==> config.mk <==
export PLATFORM = sky130hd
export DESIGN_NAME = signal_flt_mch_flat
export DESIGN_NICKNAME = d
export VERILOG_FILES = /design/src/rtl/signal_flt_mch_if.sv /design/src/rtl/signal_flt_mch.sv /design/src/flat_wrapper.sv
export SDC_FILE = /design/constraint.sdc
export NUM_CORES = 1
export LEC_CHECK = 0
export CORE_MARGIN = 4
export CORE_UTILIZATION = 57
export CTS_CLUSTER_SIZE = 12
export DETAILED_ROUTE_END_ITERATION = 8
export PLACE_DENSITY = 0.84
export SETUP_SLACK_MARGIN = 0.2
export SYNTH_ARGS = -nofsm -noshare
export SYNTH_HDL_FRONTEND = slang
export SYNTH_SLANG_ARGS = --single-unit
==> constraint.sdc <==
create_clock -name i_clk -period 4.18 [get_ports i_clk]
set_clock_uncertainty 0.05 [all_clocks]
set_input_delay 0.418 -clock i_clk [delete_from_list [all_inputs] [get_ports i_clk]]
set_output_delay 0.418 -clock i_clk [all_outputs]
set_load 0.01 [all_outputs]
==> src/rtl/signal_flt_mch_if.sv <==
// Bundle of the per-channel sample, threshold, control and status signals
// of signal_flt_mch. Signal names keep the legacy port names so existing
// connections map one-to-one onto interface members.
interface signal_flt_mch_if #(
  parameter int unsigned CH_NUM = 4,
  parameter int unsigned CNT_W  = 10,
  parameter int unsigned GCNT_W = 8
);
  // sample inputs
  logic [CH_NUM-1:0]        i_vld;
  logic [CH_NUM-1:0]        i_vld_data;
  // shared run-length thresholds
  logic [CNT_W-1:0]         i_dn_th;
  logic [CNT_W-1:0]         i_up_th;
  // per-channel controls
  logic [CH_NUM-1:0]        i_rtmon;
  logic [CH_NUM-1:0]        i_clr;
  logic [CH_NUM-1:0]        i_sticky_clr;
  // status outputs
  logic [CH_NUM-1:0]        o_flt_sig;
  logic [CH_NUM-1:0]        o_pls_evt;
  logic [CH_NUM-1:0]        o_pls_lvl;
  logic [CH_NUM-1:0]        o_pls_sticky;
  logic [CH_NUM*GCNT_W-1:0] o_glitch_cnt;
  logic                     o_cfg_err;

  // driver side (sample source / register block)
  modport master (
    output i_vld, i_vld_data, i_dn_th, i_up_th, i_rtmon, i_clr, i_sticky_clr,
    input  o_flt_sig, o_pls_evt, o_pls_lvl, o_pls_sticky, o_glitch_cnt, o_cfg_err
  );

  // filter side
  modport slave (
    input  i_vld, i_vld_data, i_dn_th, i_up_th, i_rtmon, i_clr, i_sticky_clr,
    output o_flt_sig, o_pls_evt, o_pls_lvl, o_pls_sticky, o_glitch_cnt, o_cfg_err
  );
endinterface

==> src/rtl/signal_flt_mch.sv <==
// Multi-channel sampled-level filter and pulse-width classifier.
// Each channel tracks the run length of identical valid samples, adopts a
// new filtered level once a run is longer than i_up_th, and reports runs
// whose length falls inside [i_dn_th, i_up_th] as pulse events.
// Optional feature macro: SIGNAL_FLT_MCH_GLITCH_CNT_EN enables the
// per-channel saturating glitch counters; otherwise o_glitch_cnt is 0.
module signal_flt_mch #(
  parameter int unsigned CH_NUM = 4,
  parameter int unsigned CNT_W  = 10,
  parameter int unsigned GCNT_W = 8
) (
  input  logic                 i_clk,
  input  logic                 i_rst_n,
  signal_flt_mch_if.slave      bus
);

  localparam logic [CNT_W-1:0] CNT_ONE = CNT_W'(1);
  localparam logic [CNT_W-1:0] CNT_MAX = '1;

  // per-channel run state
  logic [CH_NUM-1:0] last_vld_q;
  logic [CH_NUM-1:0] last_data_q;
  logic [CH_NUM-1:0] flt_q;
  logic [CNT_W-1:0]  cnt_q [CH_NUM];

  // registered outputs
  logic [CH_NUM-1:0] flt_sig_q;
  logic [CH_NUM-1:0] evt_q;
  logic [CH_NUM-1:0] lvl_q;
  logic [CH_NUM-1:0] sticky_q;
  logic              cfg_err_q;

  // next-state terms
  logic [CH_NUM-1:0] take;
  logic [CH_NUM-1:0] run_end;
  logic [CH_NUM-1:0] in_win;
  logic [CH_NUM-1:0] evt_d;
  logic [CH_NUM-1:0] adopt;
  logic [CNT_W-1:0]  cnt_d [CH_NUM];

  // Per-channel run tracking: sample acceptance, run end, window test, adoption.
  always_comb begin
    take    = '0;
    run_end = '0;
    in_win  = '0;
    evt_d   = '0;
    adopt   = '0;
    for (int unsigned ch = 0; ch < CH_NUM; ch++) begin
      cnt_d[ch]   = cnt_q[ch];
      // a clear in the same cycle discards the sample
      take[ch]    = bus.i_vld[ch] & ~bus.i_clr[ch];
      run_end[ch] = take[ch] & last_vld_q[ch] &
                    (bus.i_vld_data[ch] != last_data_q[ch]);
      if (take[ch]) begin
        if (!last_vld_q[ch] || run_end[ch]) begin
          cnt_d[ch] = CNT_ONE;
        end else if (cnt_q[ch] != CNT_MAX) begin
          cnt_d[ch] = cnt_q[ch] + CNT_ONE;
        end
      end
      // A saturated counter only means "at least CNT_MAX", so it is never
      // treated as an in-window length even when i_up_th is all-ones.
      in_win[ch] = (cnt_q[ch] >= bus.i_dn_th) && (cnt_q[ch] <= bus.i_up_th) &&
                   (cnt_q[ch] != CNT_MAX);
      evt_d[ch]  = run_end[ch] & in_win[ch] & ~cfg_err_q;
      adopt[ch]  = take[ch] && (cnt_d[ch] > bus.i_up_th);
    end
  end

  // Threshold sanity flag, one cycle behind the live thresholds.
  always_ff @(posedge i_clk or negedge i_rst_n) begin
    if (!i_rst_n) begin
      cfg_err_q <= 1'b0;
    end else begin
      cfg_err_q <= (bus.i_dn_th > bus.i_up_th);
    end
  end

  // Per-channel run state, filtered level, event strobe and sticky flag.
  always_ff @(posedge i_clk or negedge i_rst_n) begin
    if (!i_rst_n) begin
      last_vld_q  <= '0;
      last_data_q <= '0;
      flt_q       <= '0;
      flt_sig_q   <= '0;
      evt_q       <= '0;
      lvl_q       <= '0;
      sticky_q    <= '0;
      for (int unsigned ch = 0; ch < CH_NUM; ch++) begin
        cnt_q[ch] <= '0;
      end
    end else begin
      for (int unsigned ch = 0; ch < CH_NUM; ch++) begin
        // output level trails the filter state by one register
        flt_sig_q[ch] <= flt_q[ch] ^ bus.i_rtmon[ch];
        if (bus.i_clr[ch]) begin
          last_vld_q[ch]  <= 1'b0;
          last_data_q[ch] <= 1'b0;
          cnt_q[ch]       <= '0;
          flt_q[ch]       <= 1'b0;
          evt_q[ch]       <= 1'b0;
          sticky_q[ch]    <= 1'b0;
        end else begin
          if (take[ch]) begin
            last_vld_q[ch]  <= 1'b1;
            last_data_q[ch] <= bus.i_vld_data[ch];
            cnt_q[ch]       <= cnt_d[ch];
            if (adopt[ch]) begin
              flt_q[ch] <= bus.i_vld_data[ch];
            end
          end
          evt_q[ch] <= evt_d[ch];
          if (evt_d[ch]) begin
            lvl_q[ch] <= last_data_q[ch];
          end
          // a new event outranks a simultaneous sticky clear
          if (evt_d[ch]) begin
            sticky_q[ch] <= 1'b1;
          end else if (bus.i_sticky_clr[ch]) begin
            sticky_q[ch] <= 1'b0;
          end
        end
      end
    end
  end

  assign bus.o_flt_sig    = flt_sig_q;
  assign bus.o_pls_evt    = evt_q;
  assign bus.o_pls_lvl    = lvl_q;
  assign bus.o_pls_sticky = sticky_q;
  assign bus.o_cfg_err    = cfg_err_q;

`ifdef SIGNAL_FLT_MCH_GLITCH_CNT_EN
  logic [GCNT_W-1:0]        gcnt_q [CH_NUM];
  logic [CH_NUM-1:0]        short_run;
  logic [CH_NUM*GCNT_W-1:0] gcnt_flat;

  // Short-run detection and flattening of the glitch counters.
  always_comb begin
    short_run = '0;
    gcnt_flat = '0;
    for (int unsigned ch = 0; ch < CH_NUM; ch++) begin
      short_run[ch] = run_end[ch] & (cnt_q[ch] < bus.i_dn_th) & ~cfg_err_q;
      gcnt_flat[ch*GCNT_W +: GCNT_W] = gcnt_q[ch];
    end
  end

  // Saturating glitch counters; a clear coinciding with a glitch leaves 1.
  always_ff @(posedge i_clk or negedge i_rst_n) begin
    if (!i_rst_n) begin
      for (int unsigned ch = 0; ch < CH_NUM; ch++) begin
        gcnt_q[ch] <= '0;
      end
    end else begin
      for (int unsigned ch = 0; ch < CH_NUM; ch++) begin
        if (bus.i_clr[ch]) begin
          gcnt_q[ch] <= '0;
        end else if (bus.i_sticky_clr[ch]) begin
          gcnt_q[ch] <= short_run[ch] ? GCNT_W'(1) : '0;
        end else if (short_run[ch] && !(&gcnt_q[ch])) begin
          gcnt_q[ch] <= gcnt_q[ch] + GCNT_W'(1);
        end
      end
    end
  end

  assign bus.o_glitch_cnt = gcnt_flat;
`else
  assign bus.o_glitch_cnt = {(CH_NUM*GCNT_W){1'b0}};
`endif

endmodule
==> src/flat_wrapper.sv <==
// flat-port wrapper written by rule: the top's interface ports become plain ports
module signal_flt_mch_flat 
#(
  parameter int unsigned CH_NUM = 4,
  parameter int unsigned CNT_W  = 10,
  parameter int unsigned GCNT_W = 8
)
  (i_clk, i_rst_n, bus_i_vld, bus_i_vld_data, bus_i_dn_th, bus_i_up_th, bus_i_rtmon, bus_i_clr, bus_i_sticky_clr, bus_o_flt_sig, bus_o_pls_evt, bus_o_pls_lvl, bus_o_pls_sticky, bus_o_glitch_cnt, bus_o_cfg_err);
  signal_flt_mch_if #(.CH_NUM(CH_NUM), .CNT_W(CNT_W), .GCNT_W(GCNT_W)) bus_i ();
  input  logic i_clk;
  input  logic i_rst_n;
  input wire logic [$bits(bus_i.i_vld)-1:0] bus_i_vld;
  input wire logic [$bits(bus_i.i_vld_data)-1:0] bus_i_vld_data;
  input wire logic [$bits(bus_i.i_dn_th)-1:0] bus_i_dn_th;
  input wire logic [$bits(bus_i.i_up_th)-1:0] bus_i_up_th;
  input wire logic [$bits(bus_i.i_rtmon)-1:0] bus_i_rtmon;
  input wire logic [$bits(bus_i.i_clr)-1:0] bus_i_clr;
  input wire logic [$bits(bus_i.i_sticky_clr)-1:0] bus_i_sticky_clr;
  output wire logic [$bits(bus_i.o_flt_sig)-1:0] bus_o_flt_sig;
  output wire logic [$bits(bus_i.o_pls_evt)-1:0] bus_o_pls_evt;
  output wire logic [$bits(bus_i.o_pls_lvl)-1:0] bus_o_pls_lvl;
  output wire logic [$bits(bus_i.o_pls_sticky)-1:0] bus_o_pls_sticky;
  output wire logic [$bits(bus_i.o_glitch_cnt)-1:0] bus_o_glitch_cnt;
  output wire logic [$bits(bus_i.o_cfg_err)-1:0] bus_o_cfg_err;
  assign bus_i.i_vld = bus_i_vld;
  assign bus_i.i_vld_data = bus_i_vld_data;
  assign bus_i.i_dn_th = bus_i_dn_th;
  assign bus_i.i_up_th = bus_i_up_th;
  assign bus_i.i_rtmon = bus_i_rtmon;
  assign bus_i.i_clr = bus_i_clr;
  assign bus_i.i_sticky_clr = bus_i_sticky_clr;
  assign bus_o_flt_sig = bus_i.o_flt_sig;
  assign bus_o_pls_evt = bus_i.o_pls_evt;
  assign bus_o_pls_lvl = bus_i.o_pls_lvl;
  assign bus_o_pls_sticky = bus_i.o_pls_sticky;
  assign bus_o_glitch_cnt = bus_i.o_glitch_cnt;
  assign bus_o_cfg_err = bus_i.o_cfg_err;
  signal_flt_mch #(.CH_NUM(CH_NUM), .CNT_W(CNT_W), .GCNT_W(GCNT_W)) u_core (.i_clk(i_clk), .i_rst_n(i_rst_n), .bus(bus_i));
endmodule
* Yosys cells after proc, flatten, opt, wreduce, memory -nomap -nowiden *
Cells that the tools add are included.

operators by class
  add/subtract/negate cells = 4
  muxes and demuxes = 64
  order comparisons = 13
  bitwise operators = 29
  reduce and logical (&&, ||, !) cells = 40
  eq/ne operators = 8

operator list
  kind                                            count
  2-to-1 mux 10 bit                               20
  greater-than comparator 10 bit                  5
  2-to-1 mux 1 bit                                44
  adder 10 x 1 -> 10 bit (second input constant)  4
  >= comparator 10 bit                            4
  <= comparator 10 bit                            4
  inequality test 10 bit (second input constant)  4
  bitwise AND 1 bit                               20
  AND reduction 2 bit                             8
  nonzero test 2 bit                              8
  logical AND 1 bit                               12
  nonzero test 3 bit                              4
  NOT 1 bit                                       5
  logical NOT 1 bit                               4
  logical OR 1 bit                                4
  inequality test 1 bit                           4
  XOR 1 bit                                       4

storage, ports and cells
  output and inout bits = 49
  flip-flop bits (word level) = 69
  bits of input ports = 42

* Logic depth before layout (Yosys ltp) *
Gate-level depths: netlist of run 1.

  depth in word-level cells = 12
  gate-level depth with buffers = 15
  gate-level depth less buffers = 14

* Least setup slack after synthesis of run 1 *
Ideal clock, no wire load.

  kind = reg-to-reg
  start = register u_core.cnt_q[1] (netlist name)
  end = register u_core.flt_q[3]
  period minus slack after synthesis = 3.204 ns
  stages on the path, launching flop included = 15
  library setup time = 0.132 ns
  slack = 0.976 ns
  data arrival time = 3.021 ns
  cell sequence = dfrtp_1 > ha_1 > and4_4 > and3_4 > or2_2 > nor2_1 > xnor2_1 > nor2_1 > ha_1 > a211o_1 > o211ai_1 > a21oi_1 > o311ai_0 > mux2i_1 > nor2_1

between the ends
  cells in the longest elaborated chain, start to end = 8

ends and longest elaborated chain
  element                                                           line                                        text
  start, declared                                                   signal_flt_mch.sv:24                        logic [CNT_W-1:0] cnt_q [CH_NUM];
  start signal, assigned by index                                   signal_flt_mch.sv:107                       cnt_q[ch] <= cnt_d[ch];
  adder 10 x 1 -> 10 bit or inequality test 10 bit (tied branches)  signal_flt_mch.sv:58, signal_flt_mch.sv:57
  2-to-1 mux 10 bit                                                 signal_flt_mch.sv:57                        end else if (cnt_q[ch] != CNT_MAX) begin
  2-to-1 mux 10 bit                                                 signal_flt_mch.sv:55                        if (!last_vld_q[ch] || run_end[ch]) begin
  2-to-1 mux 10 bit *                                               signal_flt_mch.sv:54                        if (take[ch]) begin
  greater-than comparator 10 bit *                                  signal_flt_mch.sv:66                        adopt[ch] = take[ch] && (cnt_d[ch] > bus.i_up_th);
  logical AND 1 bit *                                               signal_flt_mch.sv:66
  nonzero test 2 bit (no line) *                                    n/a
  AND reduction 2 bit (no line) *                                   n/a
  end signal, assigned by index                                     signal_flt_mch.sv:109                       flt_q[ch] <= bus.i_vld_data[ch];
  end, declared                                                     signal_flt_mch.sv:23                        logic [CH_NUM-1:0] flt_q;

Every way passes the cells marked *; elsewhere a longest branch is shown, timed or not.
A chain may end at the register's enable or synchronous reset.

* Worst setup path after layout of run 1 *
  start = register u_core.cnt_q[21] (netlist name)
  end = register u_core.flt_q[1]

Same word-level chain as after synthesis.

==> reports/metrics.yaml, run 1 <==
die:
  placementRows: 40
  die_w_um: 119
  die_area_um2: 14100
  start_util_pct: 58.1
  die_h_um: 119
  boundaryPins: 91
  core-area_um2: 12000
layout:
  design_area_um2: 7950
  seq_area_um2: 1730
  antenna_cells: 0
  fill_cells: 1015
  multiInputGateArea_um2: 4910
  layout_commonest_cell: "ha_1"
  most-common-layout-cells: "ha_1, nor2_1, nand2_1"
  drive_gt1_share_pct: 4.30
  layout.nets: 1078
  area_growth_pct: 13.8
clock_network:
  postCtsSetupBuffers: 0
  cts_hold_buf: 0
  clk_pin_slew_ps: 60
  cts_resized: 0
  root_buffer: "clkbuf_16"
  clk_path_buf_depth: 2
  clock_sink_count: 69
  cts_made_buffers: 9
  cts_tree: "built"
  cts_max_level: 3
  clk_latency_ps: 340
synthesis:
  synth_edf_count: 0
  ys_warn_count: 0
  synthArstFlopShare_pct: 100
  synth_ff_type: "dfrtp_1"
  netlist_area_um2: 6980
  synthTopCellsByArea: "dfrtp_1, ha_1, nor2_1"
  avgSynthCellArea_um2: 8.32
  synthDominantCellAreaShare_pct: 24.7
  synth_seq_cells: 69
  yosys.cell_types.count: 58
  synth_seq_area_share_pct: 24.7
  synth_largest_area_cell: "dfrtp_1"
  synthCells: 839
setup_path:
  cp.arrival_ps: 3690
  required_ps: 4360
  cp_max_fo: 8
  critPathKind: "reg2reg"
  crit_path_end_kind: "flip-flop"
  worst_setup_path_start_kind: "flip-flop"
routing:
  wl_per_cell_um: 17.3
  vias_per_cell: 6.12
  drtIter0Drc: 522
  via_count: 6441
  detail-route-antenna-nets: 0
  firstDrtPassIters: 5
  post-route-drc-count: 0
  wirelength_um: 18300
power:
  ir_drop_mv: 0.271
  p_leak_nw: 3.99
  pwr_density_cell_nw_per_um2: 233
  total_power_mw: 1.85
sta:
  tightest_slew_ps: 922
  slew_headroom_pct: 38.5
  rsz0062_at_grt: "no"
  timing.fmax_ghz: 0.285
  post-route-min-period_ps: 3510
  setup_viol: 0
  finalWorstSetupSlack_ps: 670
  drv_slew: 0
  min_period_over_period_pct: 84.0
  setup_tns_ps: 0
  fin_hold_ws_ps: 164
  final-hold-violation-count: 0
hold_path:
  hold_path.class: "in2async"
run:
  cap_viol_max_count: 0
placed_design:
  placed_cell_area_um2: 7630
  dp_hpwl_um: 13500
  port_buffers: 58
  place.gp.congestion: 0.933
  pre_cts_ws_ps: 653
global_route:
  track_usage_pct: 26.1
  grt_overflow: 0
  grt_pass1_vias: 5989
  grt_start_max_net_pins: 70
  grt_pass1_wl_um: 29700
  antenna_found_initial: 0
run_status:
  status: "finished clean"
## sequential cells by signal, indices dropped and copies added (netlist names)
register / count
u_core.bus.o_cfg_err: 1
u_core.bus.o_flt_sig: 4
u_core.bus.o_pls_evt: 4
u_core.bus.o_pls_lvl: 4
u_core.bus.o_pls_sticky: 4
u_core.cnt_q: 40
u_core.flt_q: 4
u_core.last_data_q: 4
u_core.last_vld_q: 4
## routing by layer
metal,vias up,routed length [um],track usage (%)
li1,3128,-,-
met1,3015,7850,33.7
met2,254,8670,43.3
met3,44,1190,5.26
met4,0,565,9.41
met5,-,0,0
## power by group
| part | switching [mW] | leakage (nW) | internal, mW | total, mW |
|---|---|---|---|---|
| clock | 0.294 | 0.152 | 0.534 | 0.828 |
| combinational | 0.198 | 2.90 | 0.131 | 0.329 |
| sequential | 0.0160 | 0.939 | 0.681 | 0.697 |
| total | 0.508 | 3.99 | 1.35 | 1.85 |
## synth_stat cells (5+ instances only)
cell type  count
nor2b_1        7
ha_1         134
clkbuf_1      11
o21a_1        12
xor2_1        13
a21o_1        13
a21oi_1       64
dfrtp_1       69
o211ai_1       6
xnor2_1       11
nor2_1        94
a31oi_1        6
nor3_1        25
inv_1         43
nand2b_1      13
o21ai_0       38
and2_1         5
nand2_1       87
mux2i_1       10
a211o_1        5
buf_4         32
o31ai_1        5
nand4_1       24
and4_1         6
a211oi_1      17
nand3_1       19
## cell type report
type / instances / area share (%)
multi-input combinational: 712 / 61.8
sequential: 69 / 21.7
timing repair buffer: 67 / 8.13
clock buffer: 11 / 3.06
tap: 147 / 2.31
inverter: 43 / 2.03
clock inverter: 4 / 0.913
## final timing paths
path	slack, ps	endpoint	from	cells after the start
setup / recovery	670	u_core.flt_q[1]	u_core.cnt_q[21]	14
hold / removal	160	u_core.cnt_q[20]	i_rst_n	1
setup reg to reg	670	u_core.flt_q[1]	u_core.cnt_q[21]	14
hold reg to reg	420	u_core.bus.o_flt_sig[1]	u_core.flt_q[1]	1
max in group asynchronous	3320	u_core.bus.o_pls_sticky[3]	i_rst_n	1
min in group i_clk	420	u_core.bus.o_flt_sig[1]	u_core.flt_q[1]	1
## metrics by stage
stage	util (%)	cells
floorplan	-	870
global placement	63.5	1038
detailed placement	63.5	1038
CTS	66.1	1053
global route	66.1	1053
finish	66.1	1053
## critical path: stages, from the launching register on
cell,delay (ps)
dfrtp_1,460
ha_1,270
nand2_1,180
nor4_2,650
or2_2,260
nor3_1,90
xnor2_1,180
nor2_1,70
ha_1,300
nand4_1,120
a21oi_1,150
a211oi_1,70
o21ai_0,230
a21oi_1,110
a41o_1,210
## cell families (layout without fill, tap and decap cells)
group | count (synthesis) | after routing | synth area share [%]
adder cells (fa/ha/maj) | 134 | 134 | 24.0
XOR/XNOR | 24 | 24 | 3.01
AO/OA/AOI/OAI | 202 | 202 | 18.6
other | 1 | 32 | 0.0537
AND/OR/NAND/NOR | 305 | 305 | 20.8
flip-flops | 69 | 69 | 24.7
multiplexers | 15 | 15 | 2.29
buffers and inverters | 89 | 125 | 6.56
No activity file was read; power rests on OpenSTA's default activity.
==> inputs of run 2 (changes only) <==
--- a/config.mk
+++ b/config.mk
@@ -6,10 +6,10 @@
 export NUM_CORES = 1
 export LEC_CHECK = 0
 export CORE_MARGIN = 4
-export CORE_UTILIZATION = 57
+export CORE_UTILIZATION = 52
 export CTS_CLUSTER_SIZE = 12
 export DETAILED_ROUTE_END_ITERATION = 8
-export PLACE_DENSITY = 0.84
+export PLACE_DENSITY = 0.81
 export SETUP_SLACK_MARGIN = 0.2
 export SYNTH_ARGS = -nofsm -noshare
 export SYNTH_HDL_FRONTEND = slang
==> constraint.sdc (replaced) <==
create_clock -name i_clk -period 3.1 [get_ports i_clk]
set_clock_uncertainty 0.05 [all_clocks]
set_input_delay 0.31 -clock i_clk [delete_from_list [all_inputs] [get_ports i_clk]]
set_output_delay 0.31 -clock i_clk [all_outputs]
set_load 0.01 [all_outputs]
==> run 2 against run 1 <==
Against the previous run: global-route usage rose by 0.97 points; maximum frequency rose by 18%; power rose by 40%; critical path type unchanged; first-iteration DRC count fell by 1.7%; largest cell class unchanged.
==> reports/metrics.yaml, run 2 (synthesis results as in run 1) <==
routing:
  drtIter0Drc: 513
  post-route-drc-count: 0
  vias_per_cell: 5.90
  detail-route-antenna-nets: 0
  firstDrtPassIters: 5
  wl_per_cell_um: 17.2
  via_count: 6888
  wirelength_um: 20100
setup_path:
  crit_path_end_kind: "flip-flop"
  critPathKind: "reg2reg"
  slowest_delay_ps: 410
  cp_top_family: "compound AO/OA/AOI/OAI gates"
  required_ps: 3290
  cp.arrival_ps: 3180
  crit_chain: "ha_4 -> and4_4 -> and3_4 -> or2_4 -> nor2_4 -> xnor2_1 -> nor2_1 -> ha_1 -> a211o_1 -> o211ai_1 -> a21oi_2 -> o311ai_2 -> mux2i_1 -> nor2_1"
  worst_setup_path_start_kind: "flip-flop"
  crit_buf_inv: 0
  cp_max_fo: 2
  worst_path_most_repeated_cell: "nor2_1"
  slowest_stage: "dfrtp_1"
die:
  placementRows: 42
  core-area_um2: 13200
  die_w_um: 124
  die_area_um2: 15300
  start_util_pct: 52.9
  die_h_um: 124
  boundaryPins: 91
layout:
  layout.nets: 1162
  area_growth_pct: 26.2
  layout_commonest_cell: "ha_1"
  drive_gt1_share_pct: 15.3
  fill_cells: 1042
  top_register: "u_core.cnt_q"
  multiInputGateArea_um2: 5100
  seq_area_um2: 1730
  antenna_cells: 0
  most-common-layout-cells: "ha_1, buf_4, nor2_1"
  largest_reg_flops: 40
sta:
  drv_slew: 0
  setup_viol: 0
  timing.fmax_ghz: 0.335
  tightest_slew_ps: 928
  rsz0062_at_grt: "yes"
  final-hold-violation-count: 0
  post-route-min-period_ps: 2980
  setup_tns_ps: 0
  min_period_over_period_pct: 96.3
  slew_headroom_pct: 38.1
power:
  pwr_density_cell_nw_per_um2: 294
  p_leak_nw: 4.48
  ir_drop_mv: 0.392
  total_power_mw: 2.59
clock_network:
  cts_made_buffers: 9
  clk_path_buf_depth: 2
  clock_sink_count: 69
  cts_max_level: 3
  cts_hold_buf: 0
  cts_tree: "built"
  clk_pin_slew_ps: 60
  clk_latency_ps: 360
  root_buffer: "clkbuf_16"
global_route:
  grt_start_max_net_pins: 70
  track_usage_pct: 27.1
  grt_pass1_vias: 6666
  grt_overflow: 0
  grt_pass1_wl_um: 32500
  antenna_found_initial: 0
run_status:
  status: "finished clean"
placed_design:
  place.gp.congestion: 0.941
  dp_hpwl_um: 14900
  port_buffers: 58
run:
  cap_viol_max_count: 0
hold_path:
  hold_path.class: "in2async"
-- run 2: cell types whose count changed in the layout (fill, tap and decap cells not counted), moves of 4 or more --
cell,previous run,this run
buf_4,10,94
nor3_1,25,19
ha_1,134,129
ha_4,0,5
o21ai_0,38,33
o21ai_1,0,5
nor3_2,0,4
-- run 2: per-stage QoR --
step | area [um2] | hold slack, ps | utilization (%) | instances | worst slack [ps]
finish | 8810 | 0.370 | 66.8 | 1167 | 116
detailed placement | 8260 | 415 | 62.6 | 1142 | -76.8
CTS | 8660 | 82.8 | 65.7 | 1162 | 164
floorplan | 7140 | -35.6 | - | 870 | 161
global route | 8810 | 119 | 66.8 | 1167 | 25.6
global placement | 8260 | 406 | 62.6 | 1142 | -62.6
-- run 2: report_power, final --
| group | switching (mW) | internal (mW) |
|---|---|---|
| sequential | 0.0197 | 0.918 |
| combinational | 0.286 | 0.211 |
| clock | 0.410 | 0.745 |
| total | 0.716 | 1.87 |
-- run 2: worst paths after layout --
| kind | to | cells after the start | start | slack, ps |
|---|---|---|---|---|
| worst max-delay path | u_core.flt_q[3] | 14 | u_core.cnt_q[0] | 120 |
| worst min-delay path | u_core.cnt_q[14] | 1 | i_rst_n | 0.4 |
| worst max register to register | u_core.flt_q[3] | 14 | u_core.cnt_q[0] | 120 |
| worst min register to register | u_core.bus.o_flt_sig[2] | 1 | u_core.flt_q[2] | 420 |
| max in group asynchronous | u_core.cnt_q[2] | 1 | i_rst_n | 2290 |
| min in group i_clk | u_core.bus.o_flt_sig[2] | 1 | u_core.flt_q[2] | 420 |
-- run 2: what timing repair did --
item / in CTS / in global routing
buffers inserted: 4 / 5
setup endpoints to repair: 4 / 4
pin swaps: 6 / 16
gates resized for setup: 9 / 23
-- run 2: cell type report --
| cell class | instances | share of cell area, % |
|---|---|---|
| multi-input combinational | 712 | 57.8 |
| sequential | 69 | 19.6 |
| timing repair buffer | 151 | 14.5 |
| clock buffer | 12 | 2.91 |
| tap | 176 | 2.50 |
| inverter | 43 | 1.83 |
| clock inverter | 4 | 0.795 |
-- run 2: layer usage --
| layer | GRT usage, % | share of wire, % | wire, um |
|---|---|---|---|
| met5 | 0 | 0 | 0 |
| met4 | 11.6 | 3.2 | 636 |
| met3 | 4.59 | 7.2 | 1450 |
| met2 | 44.6 | 47 | 9440 |
| met1 | 35.0 | 43 | 8570 |
